--- src/rtl/dunit_dump_tx.sv ---
// dunit_dump_tx: dumps register file then data memory as a HEADER/words/TRAILER byte stream to a UART TX
module dunit_dump_tx #(
  parameter int NB_REG = 32,
  parameter int NB_BYTE = 8,
  parameter int N_REGS = 32,
  parameter int N_MEM_WORDS = 32,
  parameter logic [NB_BYTE-1:0] HEADER = 8'hA5,
  parameter logic [NB_BYTE-1:0] TRAILER = 8'h5A
) (
  input  logic              i_clk,
  input  logic              i_reset,
  input  logic              i_start,
  input  logic [NB_REG-1:0] i_reg_data,
  input  logic [NB_REG-1:0] i_mem_data,
  input  logic              i_tx_done,
  output logic [NB_REG-1:0] o_addr,
  output logic [NB_BYTE-1:0] o_tx_data,
  output logic              o_tx_start,
  output logic              o_busy,
  output logic              o_done
);
  localparam int NBYTES = NB_REG / NB_BYTE;
  localparam int BW = NBYTES > 1 ? $clog2(NBYTES) : 1;
  localparam int NMAX = N_REGS > N_MEM_WORDS ? N_REGS : N_MEM_WORDS;
  localparam int IW = NMAX > 1 ? $clog2(NMAX) : 1;
  typedef enum logic [2:0] {IDLE, SEND, WAIT, NEXT, ADDR, SETTLE, LATCH, DONE} state_t;
  typedef enum logic [1:0] {HDR, REG, MEM, TRL} phase_t;
  state_t state_q;
  phase_t phase_q;
  logic [NB_REG-1:0] sr_q, addr_q;
  logic [BW-1:0] byte_q;
  logic [IW-1:0] idx_q;
  logic [NB_BYTE-1:0] tx_data_q;
  logic tx_start_q, busy_q, done_q;
  assign o_addr = addr_q;
  assign o_tx_data = tx_data_q;
  assign o_tx_start = tx_start_q;
  assign o_busy = busy_q;
  assign o_done = done_q;
  always_ff @(posedge i_clk) begin
    if (i_reset) begin
      state_q <= IDLE;
      phase_q <= HDR;
      sr_q <= '0;
      addr_q <= '0;
      byte_q <= '0;
      idx_q <= '0;
      tx_data_q <= '0;
      tx_start_q <= 1'b0;
      busy_q <= 1'b0;
      done_q <= 1'b0;
    end else begin
      case (state_q)
        IDLE: if (i_start) begin
          busy_q <= 1'b1;
          phase_q <= HDR;
          sr_q <= NB_REG'(HEADER) << (NB_REG - NB_BYTE);
          state_q <= SEND;
        end
        SEND: begin
          tx_data_q <= sr_q[NB_REG-1 -: NB_BYTE];
          tx_start_q <= 1'b1;
          state_q <= WAIT;
        end
        // a done coinciding with our own start pulse belongs to no byte of ours
        WAIT: begin
          tx_start_q <= 1'b0;
          if (i_tx_done && !tx_start_q) state_q <= NEXT;
        end
        NEXT: begin
          if (phase_q == HDR) begin
            phase_q <= REG;
            idx_q <= '0;
            byte_q <= '0;
            state_q <= ADDR;
          end else if (phase_q == TRL) begin
            done_q <= 1'b1;
            state_q <= DONE;
          end else if (byte_q != BW'(NBYTES - 1)) begin
            sr_q <= sr_q << NB_BYTE;
            byte_q <= byte_q + BW'(1);
            state_q <= SEND;
          end else begin
            byte_q <= '0;
            if (phase_q == REG && idx_q == IW'(N_REGS - 1)) begin
              phase_q <= MEM;
              idx_q <= '0;
              state_q <= ADDR;
            end else if (phase_q == MEM && idx_q == IW'(N_MEM_WORDS - 1)) begin
              phase_q <= TRL;
              sr_q <= NB_REG'(TRAILER) << (NB_REG - NB_BYTE);
              state_q <= SEND;
            end else begin
              idx_q <= idx_q + IW'(1);
              state_q <= ADDR;
            end
          end
        end
        ADDR: begin
          addr_q <= NB_REG'(idx_q);
          state_q <= SETTLE;
        end
        SETTLE: state_q <= LATCH;
        LATCH: begin
          sr_q <= phase_q == MEM ? i_mem_data : i_reg_data;
          byte_q <= '0;
          state_q <= SEND;
        end
        DONE: begin
          done_q <= 1'b0;
          busy_q <= 1'b0;
          state_q <= IDLE;
        end
        default: state_q <= IDLE;
      endcase
    end
  end
endmodule

--- config.mk ---
export PLATFORM = sky130hd
export DESIGN_NAME = dunit_dump_tx
export DESIGN_NICKNAME = d
export VERILOG_FILES = /design/src/rtl/dunit_dump_tx.sv
export SDC_FILE = /design/constraint.sdc
export NUM_CORES = 1
export LEC_CHECK = 0
export BUFFER_PORTS_ARGS = -buffer_cell sky130_fd_sc_hd__buf_2
export CAP_MARGIN = 10
export CORE_MARGIN = 3
export CORE_UTILIZATION = 50
export DETAILED_ROUTE_END_ITERATION = 8
export GPL_TIMING_DRIVEN = 0
export PLACE_DENSITY = 0.77
export SYNTH_ARGS = -nofsm -noshare
export SYNTH_HDL_FRONTEND = slang
export SYNTH_SLANG_ARGS = --single-unit
--- constraint.sdc ---
create_clock -name i_clk -period 2.5 [get_ports i_clk]
set_input_delay 0.375 -clock i_clk [delete_from_list [all_inputs] [get_ports i_clk]]
set_output_delay 0.375 -clock i_clk [all_outputs]
set_load 0.02 [all_outputs]
==> results.cfg <==
[sta]
finalSetupViolCount = 0
fin_crit_sh_pct = 89.0
finalCriticalPeriod_ns = 2.22
tightest_slew_ns = 0.597
unrepaired_setup_endpoints_after_global_routing = false
timing.final.hold_violations = 0
maxSlewViolCount = 0
max_slew_margin_pct = 60.2
fmaxAchievable_mhz = 450
finalClockSkew_ns = 0.0104
timing.setup.tns_ns = 0

[placement]
placed_cells_incl_taps = 586
buffer_ports.inserted = 82
dp_hpwl_mm = 6.99
globalplace.congestion = 0.899

[logic_synthesis]
netlist_area_um2 = 3680
synth_top_family_by_area = compound AO/OA/AOI/OAI gates
synth_flop_cell = sky130_fd_sc_hd__dfxtp_1
netlist-cell-type-count = 55
post_synth_fa_ha_maj_area_fraction_pct = 1.02
async_reset_ff_share_pct = 0
post_synth_xor_area_fraction_pct = 0.238
synth_top_area_share_pct = 32.7
synth-seq-cells = 60
synth-seq-area-share_pct = 32.7
synth_compound_gate_area_share_pct = 24.4
post_synth_mux_area_share_pct = 13.1
postSynthAreaPerCell_um2 = 9.62
synth_area_leader_cell = sky130_fd_sc_hd__dfxtp_1
synth-simple-area-share_pct = 15.9
yosys_warning_total = 0
synth_area_leaders = sky130_fd_sc_hd__dfxtp_1 33%, sky130_fd_sc_hd__a221oi_2 8.2%, sky130_fd_sc_hd__mux2_2 7.4%
netlist_instances = 382
synth-edff-count = 0

[clocking]
root_buffer = sky130_fd_sc_hd__clkbuf_8
hold_fix_buffer_count_after_cts = 0
setup_buffers_after_cts = 0
clk_path_buf_depth = 2
insertion_delay_to_the_later_sink_of_the_worst_skew_pair_ns = 0.35
post_cts_resize_count = 0
tritoncts = built
cts_inserted_buffers = 9
clk_sink_count = 60
clk_pin_slew_ns = 0.07
count_of_h_tree_levels_built_during_cts = 3

[floorplan]
die_ht_um = 91.7
floorplan.rows = 30
initial_core_util_pct = 52.9
die_area_um2 = 8420
fp.coreArea_um2 = 6940
boundaryPins = 111
dieWidth_um = 91.7

[route]
post_drt_wl_per_cell_um = 15.7
dr_total_vias = 3251
detail_route.iter0.violations = 131
via_per_inst = 5.40
detailedRoute.firstPassIterationCount = 4
final_antenna_net_count = 0
drc_errors = 0
finalWirelength_mm = 9.45

[setup_path]
cp.required_ns = 2.76
reg2reg_depth = 8
cp_max_fo = 10
endpoint_kind = register
worst-setup-path-type = reg2reg
critPathArrivalTime_ns = 2.49
setup.worst_path.start_class = register

[cells_and_area]
antenna_cells_inserted = 0
post_route_cells_drive_above_1_share_pct = 40.9
layout.nets = 572
instances_no_fill = 602
synthToLayoutAreaGrowth_pct = 23.0
layout.cells.most_common = sky130_fd_sc_hd__buf_2
layout_common_cells = 92 x sky130_fd_sc_hd__buf_2, 60 x sky130_fd_sc_hd__dfxtp_1, 32 x sky130_fd_sc_hd__buf_4, 27 x sky130_fd_sc_hd__conb_1, 26 x sky130_fd_sc_hd__nor2_1

[flow_run]
count_of_max_cap_constraint_violations = 0

[global_routing]
via_count_of_the_first_global_routing_pass = 3251
grt_first_pass_wirelength_mm = 15.4
largest_net_degree_at_the_start_of_global_routing = 11
grt_use_total_pct = 22.5
initial_antenna_violation_count = 0
global_route.overflow_total = 0

[worst_hold_path]
hold-path-cell-count = 3
worstHoldPathType = in2reg

[power_and_ir_drop]
vdd_drop_max_v = 0.000504
powerDensity_nw_per_um2 = 582
cellLeakagePower_nw = 1.89

[run_status]
run_status = finished clean
## synth_stat cells, drive strengths merged, types with 5 or more instances
cell type and n:
nor3 23, o21ai 13, o211ai 8, o22a 9, clkbuf 6, a21oi 21, mux2 24, nand2b 5
nor2 30, buf 53, nand2 19, a211oi 7, dfxtp 60, nor2b 5, mux2i 21, a221oi 20
a22oi 16
## routing by layer
layer	routed length, um	global-route usage, %
met2	4610	38.2
met1	3970	27.7
met5	0	0
met4	165	8.54
met3	699	5.17
## per-stage QoR
| step | cell area, um^2 | power [mW] | hold WS, ns | utilization (%) | setup WS (ns) |
|---|---|---|---|---|---|
| global route | 4520 | 2.74 | 0.421 | 65.1 | 0.166 |
| global placement | 4300 | 1.66 | 0.454 | 62.0 | 0.334 |
| floorplan | 3770 | 1.53 | 0.453 | - | 0.546 |
| finish | 4520 | 2.63 | 0.397 | 65.1 | 0.275 |
| CTS | 4520 | 2.64 | 0.391 | 65.1 | 0.296 |
| detailed placement | 4300 | 1.68 | 0.463 | 62.0 | 0.304 |
## path summary, 6_finish.rpt
check	slack, ns	from	to
worst max register to register	0.28	idx_q[0]	sr_q[25]
worst max-delay path	0.28	idx_q[0]	sr_q[25]
worst min-delay path	0.40	i_reset	idx_q[3]
worst min register to register	0.47	o_busy	o_busy
## registers in the layout (all words and copies together), names as in the netlist
| name | flops |
|---|---|
| phase_q | 2 |
| sr_q | 32 |
| o_tx_start | 1 |
| byte_q | 2 |
| o_tx_data | 8 |
| o_done | 1 |
| state_q | 3 |
| o_busy | 1 |
| idx_q | 5 |
| o_addr | 5 |
## power breakdown
part	total (mW)	switching, mW	internal [mW]	leakage [nW]
Sequential	1.08	0.0484	1.03	0.489
Clock	0.963	0.380	0.583	0.113
Combinational	0.591	0.327	0.264	1.29
Total	2.63	0.755	1.88	1.89
## layout make-up
| class | instances | area (um^2) |
|---|---|---|
| fill | 607 | 2420 |
| multi-input combinational | 285 | 2110 |
| clock inverter | 5 | 75.1 |
| tap | 96 | 120 |
| timing repair buffer | 82 | 410 |
| inverter | 3 | 11.3 |
| sequential | 60 | 1200 |
| buffer | 60 | 449 |
| clock buffer | 11 | 141 |
## critical path, stage by stage (launching register included)
cell and delay, ns:
sky130_fd_sc_hd__dfxtp_1 0.34, sky130_fd_sc_hd__ha_1 0.23, sky130_fd_sc_hd__and3_1 0.19, sky130_fd_sc_hd__ha_1 0.23
sky130_fd_sc_hd__nand2b_2 0.25, sky130_fd_sc_hd__a21oi_4 0.33, sky130_fd_sc_hd__o21ai_4 0.15, sky130_fd_sc_hd__buf_6 0.18
sky130_fd_sc_hd__a221oi_2 0.25
## cells by family (layout without fill, tap and decap cells)
logic type      count (synthesis)  in the layout
compound gates                106            106
buf+inv                        63            161
mux                            45             45
other cells                     1             27
simple gates                  103            103
fa+ha+maj                       3              3
xor+xnor                        1              1
flops                          60             60
Power figures use the tool's default switching activity.
